[src/rtl/digest_serializer_if.sv]
// ============================================================================
// digest_serializer_if
// Output beat bus (valid/ready plus last/keep qualifiers) of digest_serializer.
// Revision: 1.0
// ============================================================================
`default_nettype none

interface digest_serializer_if #(
    parameter int BUS_WIDTH = 64
);
    logic [BUS_WIDTH-1:0]   dout;
    logic                   dout_valid;
    logic                   dout_ready;
    logic                   dout_last;
    logic [BUS_WIDTH/8-1:0] dout_keep;

    modport master (
        output dout,
        output dout_valid,
        output dout_last,
        output dout_keep,
        input  dout_ready
    );

    modport slave (
        input  dout,
        input  dout_valid,
        input  dout_last,
        input  dout_keep,
        output dout_ready
    );
endinterface

`default_nettype wire

[src/rtl/digest_serializer.sv]
// ============================================================================
// digest_serializer
// Captures a digest on a rising digest_valid and streams it MSB-first as beats.
// Revision: 1.0
// ============================================================================
`default_nettype none

module digest_serializer #(
    parameter int BUS_WIDTH    = 64,
    parameter int DIGEST_WIDTH = 512
) (
    input  wire logic                    clk,
    input  wire logic                    reset_n,
    input  wire logic                    digest_valid,
    input  wire logic [DIGEST_WIDTH-1:0] digest,
    input  wire logic                    abort,
    digest_serializer_if.master          bus,
    output logic                         busy,
    output logic                         overrun
);
    localparam int KEEP_W  = BUS_WIDTH / 8;
    localparam int BEATS   = (DIGEST_WIDTH + BUS_WIDTH - 1) / BUS_WIDTH;
    localparam int TOTAL_W = BEATS * BUS_WIDTH;
    localparam int PAD_W   = TOTAL_W - DIGEST_WIDTH;
    localparam int REM_B   = (DIGEST_WIDTH % BUS_WIDTH) / 8;
    localparam int CNT_W   = (BEATS > 1) ? $clog2(BEATS) : 1;

    localparam logic [CNT_W-1:0]  C_LAST_CNT  = CNT_W'(BEATS - 1);
    // Partial last beat keeps only the top REM_B byte lanes.
    localparam logic [KEEP_W-1:0] C_LAST_KEEP =
        (REM_B == 0) ? {KEEP_W{1'b1}} : ~({KEEP_W{1'b1}} >> REM_B);

    localparam logic [0:0] ST_IDLE = 1'b0;
    localparam logic [0:0] ST_SEND = 1'b1;

    logic [0:0]         r_state;
    logic [CNT_W-1:0]   r_cnt;
    logic [TOTAL_W-1:0] r_shift;
    logic               r_dv_q;
    logic               r_overrun;

    logic               w_rise;
    logic               w_send;
    logic               w_last;
    logic               w_xfer;
    logic               w_last_xfer;
    logic [TOTAL_W-1:0] w_load;

    assign w_rise      = digest_valid & ~r_dv_q;
    assign w_send      = (r_state == ST_SEND);
    assign w_last      = w_send && (r_cnt == C_LAST_CNT);
    assign w_xfer      = w_send & bus.dout_ready;
    assign w_last_xfer = w_xfer & w_last;
    assign w_load      = TOTAL_W'(digest) << PAD_W;

    always_ff @(posedge clk or negedge reset_n) begin
        if (!reset_n) begin
            r_state   <= ST_IDLE;
            r_cnt     <= '0;
            r_shift   <= '0;
            r_dv_q    <= 1'b1;
            r_overrun <= 1'b0;
        end else begin
            r_dv_q    <= digest_valid;
            r_overrun <= 1'b0;
            if (abort) begin
                r_state <= ST_IDLE;
                r_cnt   <= '0;
                r_shift <= '0;
            end else begin
                case (r_state)
                    ST_IDLE: begin
                        if (w_rise) begin
                            r_state <= ST_SEND;
                            r_cnt   <= '0;
                            r_shift <= w_load;
                        end
                    end
                    ST_SEND: begin
                        if (w_last_xfer) begin
                            r_cnt <= '0;
                            // A new digest landing on the final handshake reloads with no bubble.
                            if (w_rise) begin
                                r_shift <= w_load;
                            end else begin
                                r_state <= ST_IDLE;
                                r_shift <= r_shift << BUS_WIDTH;
                            end
                        end else begin
                            r_overrun <= w_rise;
                            if (w_xfer) begin
                                r_shift <= r_shift << BUS_WIDTH;
                                r_cnt   <= r_cnt + 1'b1;
                            end
                        end
                    end
                    default: begin
                        r_state <= ST_IDLE;
                    end
                endcase
            end
        end
    end

    assign bus.dout       = r_shift[TOTAL_W-1 -: BUS_WIDTH];
    assign bus.dout_valid = w_send;
    assign bus.dout_last  = w_last;
    assign bus.dout_keep  = !w_send ? '0 : (w_last ? C_LAST_KEEP : {KEEP_W{1'b1}});
    assign busy           = w_send;
    assign overrun        = r_overrun;

endmodule

`default_nettype wire

[src/flat_wrapper.sv]
// flat-port wrapper written by rule: the top's interface ports become plain ports
module digest_serializer_flat 
#(
    parameter int BUS_WIDTH    = 64,
    parameter int DIGEST_WIDTH = 512
)
  (clk, reset_n, digest_valid, digest, abort, busy, overrun, bus_dout, bus_dout_valid, bus_dout_last, bus_dout_keep, bus_dout_ready);
  digest_serializer_if #(.BUS_WIDTH(BUS_WIDTH)) bus_i ();
  input  wire logic clk;
  input  wire logic reset_n;
  input  wire logic digest_valid;
  input  wire logic [DIGEST_WIDTH-1:0] digest;
  input  wire logic abort;
  output logic busy;
  output logic overrun;
  output wire logic [$bits(bus_i.dout)-1:0] bus_dout;
  output wire logic [$bits(bus_i.dout_valid)-1:0] bus_dout_valid;
  output wire logic [$bits(bus_i.dout_last)-1:0] bus_dout_last;
  output wire logic [$bits(bus_i.dout_keep)-1:0] bus_dout_keep;
  input wire logic [$bits(bus_i.dout_ready)-1:0] bus_dout_ready;
  assign bus_dout = bus_i.dout;
  assign bus_dout_valid = bus_i.dout_valid;
  assign bus_dout_last = bus_i.dout_last;
  assign bus_dout_keep = bus_i.dout_keep;
  assign bus_i.dout_ready = bus_dout_ready;
  digest_serializer #(.BUS_WIDTH(BUS_WIDTH), .DIGEST_WIDTH(DIGEST_WIDTH)) u_core (.clk(clk), .reset_n(reset_n), .digest_valid(digest_valid), .digest(digest), .abort(abort), .bus(bus_i), .busy(busy), .overrun(overrun));
endmodule
[config.mk]
export PLATFORM = sky130hd
export DESIGN_NAME = digest_serializer_flat
export DESIGN_NICKNAME = d
export VERILOG_FILES = /design/src/rtl/digest_serializer_if.sv /design/src/rtl/digest_serializer.sv /design/src/flat_wrapper.sv
export SDC_FILE = /design/constraint.sdc
export NUM_CORES = 1
export LEC_CHECK = 0
export BUFFER_PORTS_ARGS = -buffer_cell sky130_fd_sc_hd__buf_4
export CAP_MARGIN = 20
export CORE_ASPECT_RATIO = 0.8
export CORE_MARGIN = 2
export CORE_UTILIZATION = 30
export CTS_CLUSTER_DIAMETER = 50
export CTS_CLUSTER_SIZE = 10
export DETAILED_ROUTE_END_ITERATION = 8
export GPL_ROUTABILITY_DRIVEN = 0
export PLACE_DENSITY = 0.49
export SKIP_CTS_REPAIR_TIMING = 1
export SLEW_MARGIN = 5
export SYNTH_ARGS = -nofsm -noshare
export SYNTH_HDL_FRONTEND = slang
export SYNTH_SLANG_ARGS = --single-unit
export TNS_END_PERCENT = 5
[constraint.sdc]
create_clock -name clk -period 2.7 [get_ports clk]
set_clock_uncertainty 0.15 [all_clocks]
set_input_delay 0.27 -clock clk [delete_from_list [all_inputs] [get_ports clk]]
set_output_delay 0.27 -clock clk [all_outputs]
set_load 0.01 [all_outputs]
==> flow_metrics.tcl, run 1 <==
set metrics [dict create \
    vias 28600 \
    syn_to_final_growth_pct 41.5 \
    place_inst 4852 \
    track_usage_pct 21.4 \
    avgSynthCellArea_um2 9.23 \
    synthArstFlopShare_pct 100 \
    p_per_area_mw_per_mm2 568 \
    p_total_mw 24.7 \
    cp-end-kind "register" \
    instances_no_fill 5490 \
    p_comb_share_pct 17.8 \
    ctsLongestPathBuffers 3 \
    final_util_pct 43.0 \
    tns_ps 0 \
    pwr-share-seq_pct 35.7 \
    grt_max_degree 262 \
    grt_pass1_wl_um 176000 \
    p_int_mw 18.0 \
    critPathMaxFanout 152 \
    postRouteAntennaNets 0 \
    remaining_drc_errors 0 \
    grt_overflow_total 0 \
    dr.pass1.iters 5 \
    crit_arrival_ps 2960 \
    p_sw_share_pct 27.1 \
    timing.max_slew.rel_slack_pct 12.6 \
    layout-drive-gt1-share_pct 19.9 \
    dp_slack_ps 254 \
    maxCapViolations 0 \
    hold_viol 22 \
    fmax_mhz 393 \
    cts_tree "done" \
    post-route-min-period_ps 2550 \
    worst_slack_ps 153 \
    antenna_found_initial 27 \
    clock-sinks 518 \
    synth_flop_cell "dfrtp_1" \
    syn-cell-area_mm2 0.0307 \
    numCtsBuffers 81 \
    drt_iter0_drc 2314 \
    htreeDepth 3 \
    clock_power_share_pct 46.5 \
    post-route-cell-area_mm2 0.0434 \
    die-area_mm2 0.105 \
    synth_cell_types 26 \
    worst_setup_path_start_kind "register" \
    worstSetupPathType "reg -> reg" \
    worstMarginPinSlew_ps 1310 \
    initial_core_util_pct 30.4 \
    cts_root_buf "clkbuf_16" \
    synthCells 3325 \
    p_sw_mw 6.67 \
    clk_pin_slew_ps 50 \
    ys_warn_count 0 \
    synth-seq-cells 518 \
    setup_viol 0 \
    hold_path.class "in -> reg" \
    outcome "finished with violations" \
    die_x_um 362 \
    period_share_pct 94.3 \
    peakVddDrop_uv 404 \
    p_leak_nw 20.5 \
    grt_pass1_vias 27692 \
    dieHeight_um 290 \
    seq_area_frac_synth_pct 42.3 \
    drv_slew 0 \
    wl_um 121000 \
    holdWs_ps -71.5 \
    rsz0062_at_grt "false" \
    wl_per_cell_um 22.0 \
    synth_edf_count 0 \
    core-area_mm2 0.101 \
    syn_nets 3844 \
    avgViaCountPerCell 5.21 \
    nNetsFinal 4613 \
    placed_area_mm2 0.0356 \
    core.rowCount 104 \
    io_buffers 592 \
    insertion_delay_ps 620 \
    hpwl_um 73400 \
    io-pin-count 593 \
    required_ps 3110 \
    violations "hold timing" \
]
[final cells by class]
type                    instances  area (um2)
multi-input cells            1875       13600
diodes                         15        37.5
repair buffers               1170       10600
well taps                    1325        1660
inverters                     448        1680
fillers                      9974       57600
flip-flops and latches        518       13000
clock buffers                  97        2200
clock inverters                42         677
[state kept, by name, summed over array words and instances, names as in the netlist]
name                   count
u_core.bus.dout_valid      1
u_core.overrun             1
u_core.r_cnt               3
u_core.r_dv_q              1
u_core.r_shift           512
[cell usage in the layout, fill, tap and decap left out, drive strengths merged, types with 2 or more instances in the layout]
master and instances:
a22o 66, nand2 2, inv 454, dfrtp 517
bufinv 16, a21boi 448, clkinv 10, diode 15
clkbuf 99, dlygate4sd3 482, buf 686, a21oi 2
clkinvlp 10, o31a 448, ha 2, a31oi 448
and3 448, and2 2
[metal layers]
| metal | global-route usage (%) | wire [um] | vias to the layer above |
|---|---|---|---|
| met3 | 4.32 | 4750 | 166 |
| met2 | 36.3 | 60700 | 547 |
| met1 | 28.0 | 53100 | 14227 |
| met4 | 4.80 | 2220 | 34 |
| li1 | - | - | 13626 |
| met5 | 0 | 224 | - |
[critical path: stages, from the launching register on]
cell and delay (ps):
dfrtp_4 530, or3b_4 410, buf_4 240, buf_12 250, a31oi_1 390, o31a_1 180
[cell usage after synthesis (2+ instances only)]
cell type	count	area share [%]
and3_1	448	9.1
buf_6	44	1.6
inv_1	448	5.5
a21boi_0	448	11
and2_1	2	0.041
a31oi_1	448	9.1
dfrtp_1	517	42
buf_4	74	1.8
buf_2	13	0.21
nand2_1	2	0.024
clkbuf_1	323	4.0
ha_1	2	0.082
buf_1	30	0.37
a22o_1	66	1.9
a21oi_1	2	0.033
o31a_1	448	13
[power groups by stage]
stage	Clock [mW]	Sequential (mW)	Combinational, mW
CTS	11.8	8.79	3.80
detailed placement	0	8.93	3.78
floorplan	0	8.76	2.39
finish	11.5	8.79	4.40
global route	12.1	8.85	4.84
global placement	0	8.91	3.78
[kinds of logic (layout without fill, tap and decap cells)]
group / after synthesis / after routing / share of synthesized area, %
simple gates: 459 / 459 / 9.37
compound gates: 1414 / 1414 / 34.9
other cells: 0 / 15 / 0
flops: 518 / 518 / 42.3
buf+inv: 932 / 1757 / 13.4
fa+ha+maj: 2 / 2 / 0.0816
[worst paths after layout]
path / from / cells after the start / to / slack [ps]
setup / recovery: u_core.bus.dout_valid$_DFF_PN0_ / 5 / u_core.r_shift[108]$_DFFE_PN0P_ / 150
hold / removal: digest[421] / 3 / u_core.r_shift[421]$_DFFE_PN0P_ / -70
setup reg to reg: u_core.bus.dout_valid$_DFF_PN0_ / 5 / u_core.r_shift[108]$_DFFE_PN0P_ / 150
hold reg to reg: u_core.r_shift[1]$_DFFE_PN0P_ / 1 / u_core.r_shift[1]$_DFFE_PN0P_ / 350
max in group asynchronous: reset_n / 3 / u_core.r_shift[9]$_DFFE_PN0P_ / 1390
min in group asynchronous: reset_n / 2 / u_core.r_shift[497]$_DFFE_PN0P_ / 40
No activity file was read; power rests on OpenSTA's default activity.
==> inputs of run 2 (changes only) <==
Settings changed: ABC_AREA set to 1.
==> run 2 against run 1 <==
  * The flow still finishes with violations (hold timing)
  * Clock-buffer cell count unchanged
  * Sequential cell count unchanged
  * Power up 2.7%
  * Clock power down 14%
  * Area after synthesis down 6.7%
  * Non-clock buffer count up 20
  * Hold slack better by 41 ps
  * Maximum frequency up 5.2%
  * Register-to-register slack better by 120 ps
  * Sequential share of layout area up 1.4 points
  * Critical endpoint is now u_core.r_shift[294]$_DFFE_PN0P_
==> flow_metrics.tcl, run 2 <==
set metrics [dict create \
    outcome "finished with violations" \
    violations "hold timing" \
    wl_per_cell_um 17.6 \
    timing.rr.end "u_core.r_shift[294]$_DFFE_PN0P_" \
    min_to "u_core.r_shift[240]$_DFFE_PN0P_" \
    htreeDepth 3 \
    largest-register "u_core.r_shift" \
    synth_common_cells "1482 x nand2_1, 963 x nand3_1, 903 x inv_1" \
    critical_path_buf_inv_count 1 \
    path_cells "ha_1 > ha_1 > nand3_1 > nand2_4 > buf_12 > nand3_1 > nand3_1 > nand2_1" \
    postRouteAntennaNets 0 \
    synth.top_cell.area_share_pct 45.2 \
    cts_root_buf "clkbuf_16" \
    cp_top_family "simple AND/OR/NAND/NOR gates" \
    crit_arrival_ps 2750 \
    layout-drive-gt1-share_pct 15.6 \
    dr.pass1.iters 6 \
    multiInputGateArea_mm2 0.0105 \
    synth_cell_types 16 \
    crit_path_frequent_cell "nand3_1" \
    track_usage_pct 21.8 \
    wl_um 113000 \
    tns_ps 0 \
    synth_edf_count 0 \
    use_met3_pct 3.59 \
    core.rowCount 101 \
    place_inst 5796 \
    worst_slack_ps 278 \
    grt_pass1_wl_um 163000 \
    p_leak_nw 23.5 \
    post-route-min-period_ps 2420 \
    core-area_mm2 0.0948 \
    p_total_mw 25.3 \
    reg_top3 "u_core.r_shift (512), u_core.r_cnt (3)" \
    hpwl_um 76600 \
    hold_path_depth 5 \
    grt_overflow_total 0 \
    ctsLongestPathBuffers 3 \
    remaining_drc_errors 0 \
    insertion_delay_ps 610 \
    use_met2_pct 33.0 \
    antenna_found_initial 13 \
    use_met1_pct 31.6 \
    hold_path.class "in -> reg" \
    setup_viol 0 \
    max_stage_delay_ps 370 \
    worstMarginPinSlew_ps 988 \
    r2r-start "u_core.r_cnt[0]$_DFFE_PN0P_" \
    largest_reg_flops 512 \
    instances_no_fill 6444 \
    clock-sinks 518 \
    fill_cells 9810 \
    seq_area_frac_synth_pct 45.3 \
    layout_commonest_cell "nand2_1" \
    drt_iter0_drc 2301 \
    synth-seq-cells 518 \
    rsz0062_at_grt "false" \
    io_buffers 592 \
    required_ps 3030 \
    reg2reg_depth 8 \
    synthCells 4219 \
    maxCapViolations 0 \
    initial_core_util_pct 30.2 \
    worst_setup_path_start_kind "register" \
    holdWs_ps -30.8 \
    synth.most_common_cell "nand2_1" \
    r2r_setup_slack_ps 280 \
    synth_top_area_cell "dfrtp_1" \
    ys_warn_count 0 \
    nNetsFinal 5667 \
    grt_pass1_vias 26550 \
    cts_tree "done" \
    drv_slew 0 \
    syn-cell-area_mm2 0.0286 \
    busiest_layer "met2" \
    seq_area_mm2 0.0130 \
    fmax_mhz 413 \
    grt_max_degree 170 \
    peakVddDrop_uv 408 \
    syn_to_final_growth_pct 44.9 \
    avgSynthCellArea_um2 6.79 \
    syn_nets 4738 \
    critPathMaxFanout 122 \
    avgViaCountPerCell 4.53 \
    numCtsBuffers 77 \
    dieHeight_um 280 \
    vias 29193 \
    dp_slack_ps 307 \
    synthTopCellsByArea "dfrtp_1 45%, nand2_1 19%, nand3_1 17%" \
    io-pin-count 593 \
    hold_viol 3 \
    synthArstFlopShare_pct 100 \
    period_share_pct 89.7 \
    timing.max_slew.rel_slack_pct 34.1 \
    clk_pin_slew_ps 50 \
    die-area_mm2 0.0979 \
    die_x_um 349 \
    worstSetupPathType "reg -> reg" \
    synth_flop_cell "dfrtp_1" \
    p_per_area_mw_per_mm2 610 \
    layout_common_cells "1480 x nand2_1, 963 x nand3_1, 903 x inv_1" \
    cp-end-kind "register" \
    min_from "digest[240]" \
    crit_path_top_delay_cell "buf_12" \
    final_util_pct 43.8 \
]
## run 2: layout make-up
cell class / instances / share of cell area [%]
flip-flops and latches: 518 / 31.2
repair buffers: 1190 / 25.5
multi-input cells: 2457 / 25.3
inverters: 904 / 8.18
clock buffers: 97 / 5.14
well taps: 1236 / 3.73
clock inverters: 33 / 0.844
diodes: 9 / 0.0543
## run 2: metrics by stage
step	cell area, um2	hold WS, ps
global route	41500	19.1
detailed placement	33900	109
floorplan	28600	-176
global placement	33900	102
finish	41500	-30.8
CTS	36400	-557
## run 2: worst max-delay path by stage
| stage | start | endpoint | slack, ps | depth (start not counted) |
|---|---|---|---|---|
| final | u_core.r_cnt[0]$_DFFE_PN0P_ | u_core.r_shift[294]$_DFFE_PN0P_ | 280 | 8 |
| after global routing | u_core.r_cnt[0]$_DFFE_PN0P_ | u_core.r_shift[48]$_DFFE_PN0P_ | 140 | 9 |
| after CTS | u_core.r_cnt[0]$_DFFE_PN0P_ | u_core.r_shift[334]$_DFFE_PN0P_ | 290 | 10 |
| after detailed placement | u_core.r_cnt[0]$_DFFE_PN0P_ | u_core.r_shift[334]$_DFFE_PN0P_ | 310 | 10 |
| after global placement | u_core.r_cnt[0]$_DFFE_PN0P_ | u_core.r_shift[334]$_DFFE_PN0P_ | 310 | 10 |
| after floorplan | u_core.bus.dout_valid$_DFF_PN0_ | u_core.r_shift[153]$_DFFE_PN0P_ | 780 | 8 |
## run 2: worst min-delay path: stages
cell     delay [ps]
buf_4            80
inv_1            50
nand3_1          80
nand3_1         130
nand2_1          80
## run 2: layer usage
layer	share of wire (%)	vias up
met3	5.2	168
met2	45	851
met4	2.9	6
li1	-	14426
met5	0.034	-
met1	47	13742
## run 2: report_power, final
group / switching [mW] / total, mW / internal [mW]
Clock: 3.91 / 9.90 / 5.99
Sequential: 0.694 / 9.54 / 8.85
Combinational: 3.45 / 5.88 / 2.43
Total: 8.05 / 25.3 / 17.3
## run 2: cell families after synthesis
kind of cell,share of synthesized area [%]
DFF,45.3
adders and majority gates,0.0874
AOI/OAI and AO/OA,0.0699
buffers and inverters,18.1
and+or+nand+nor,36.4
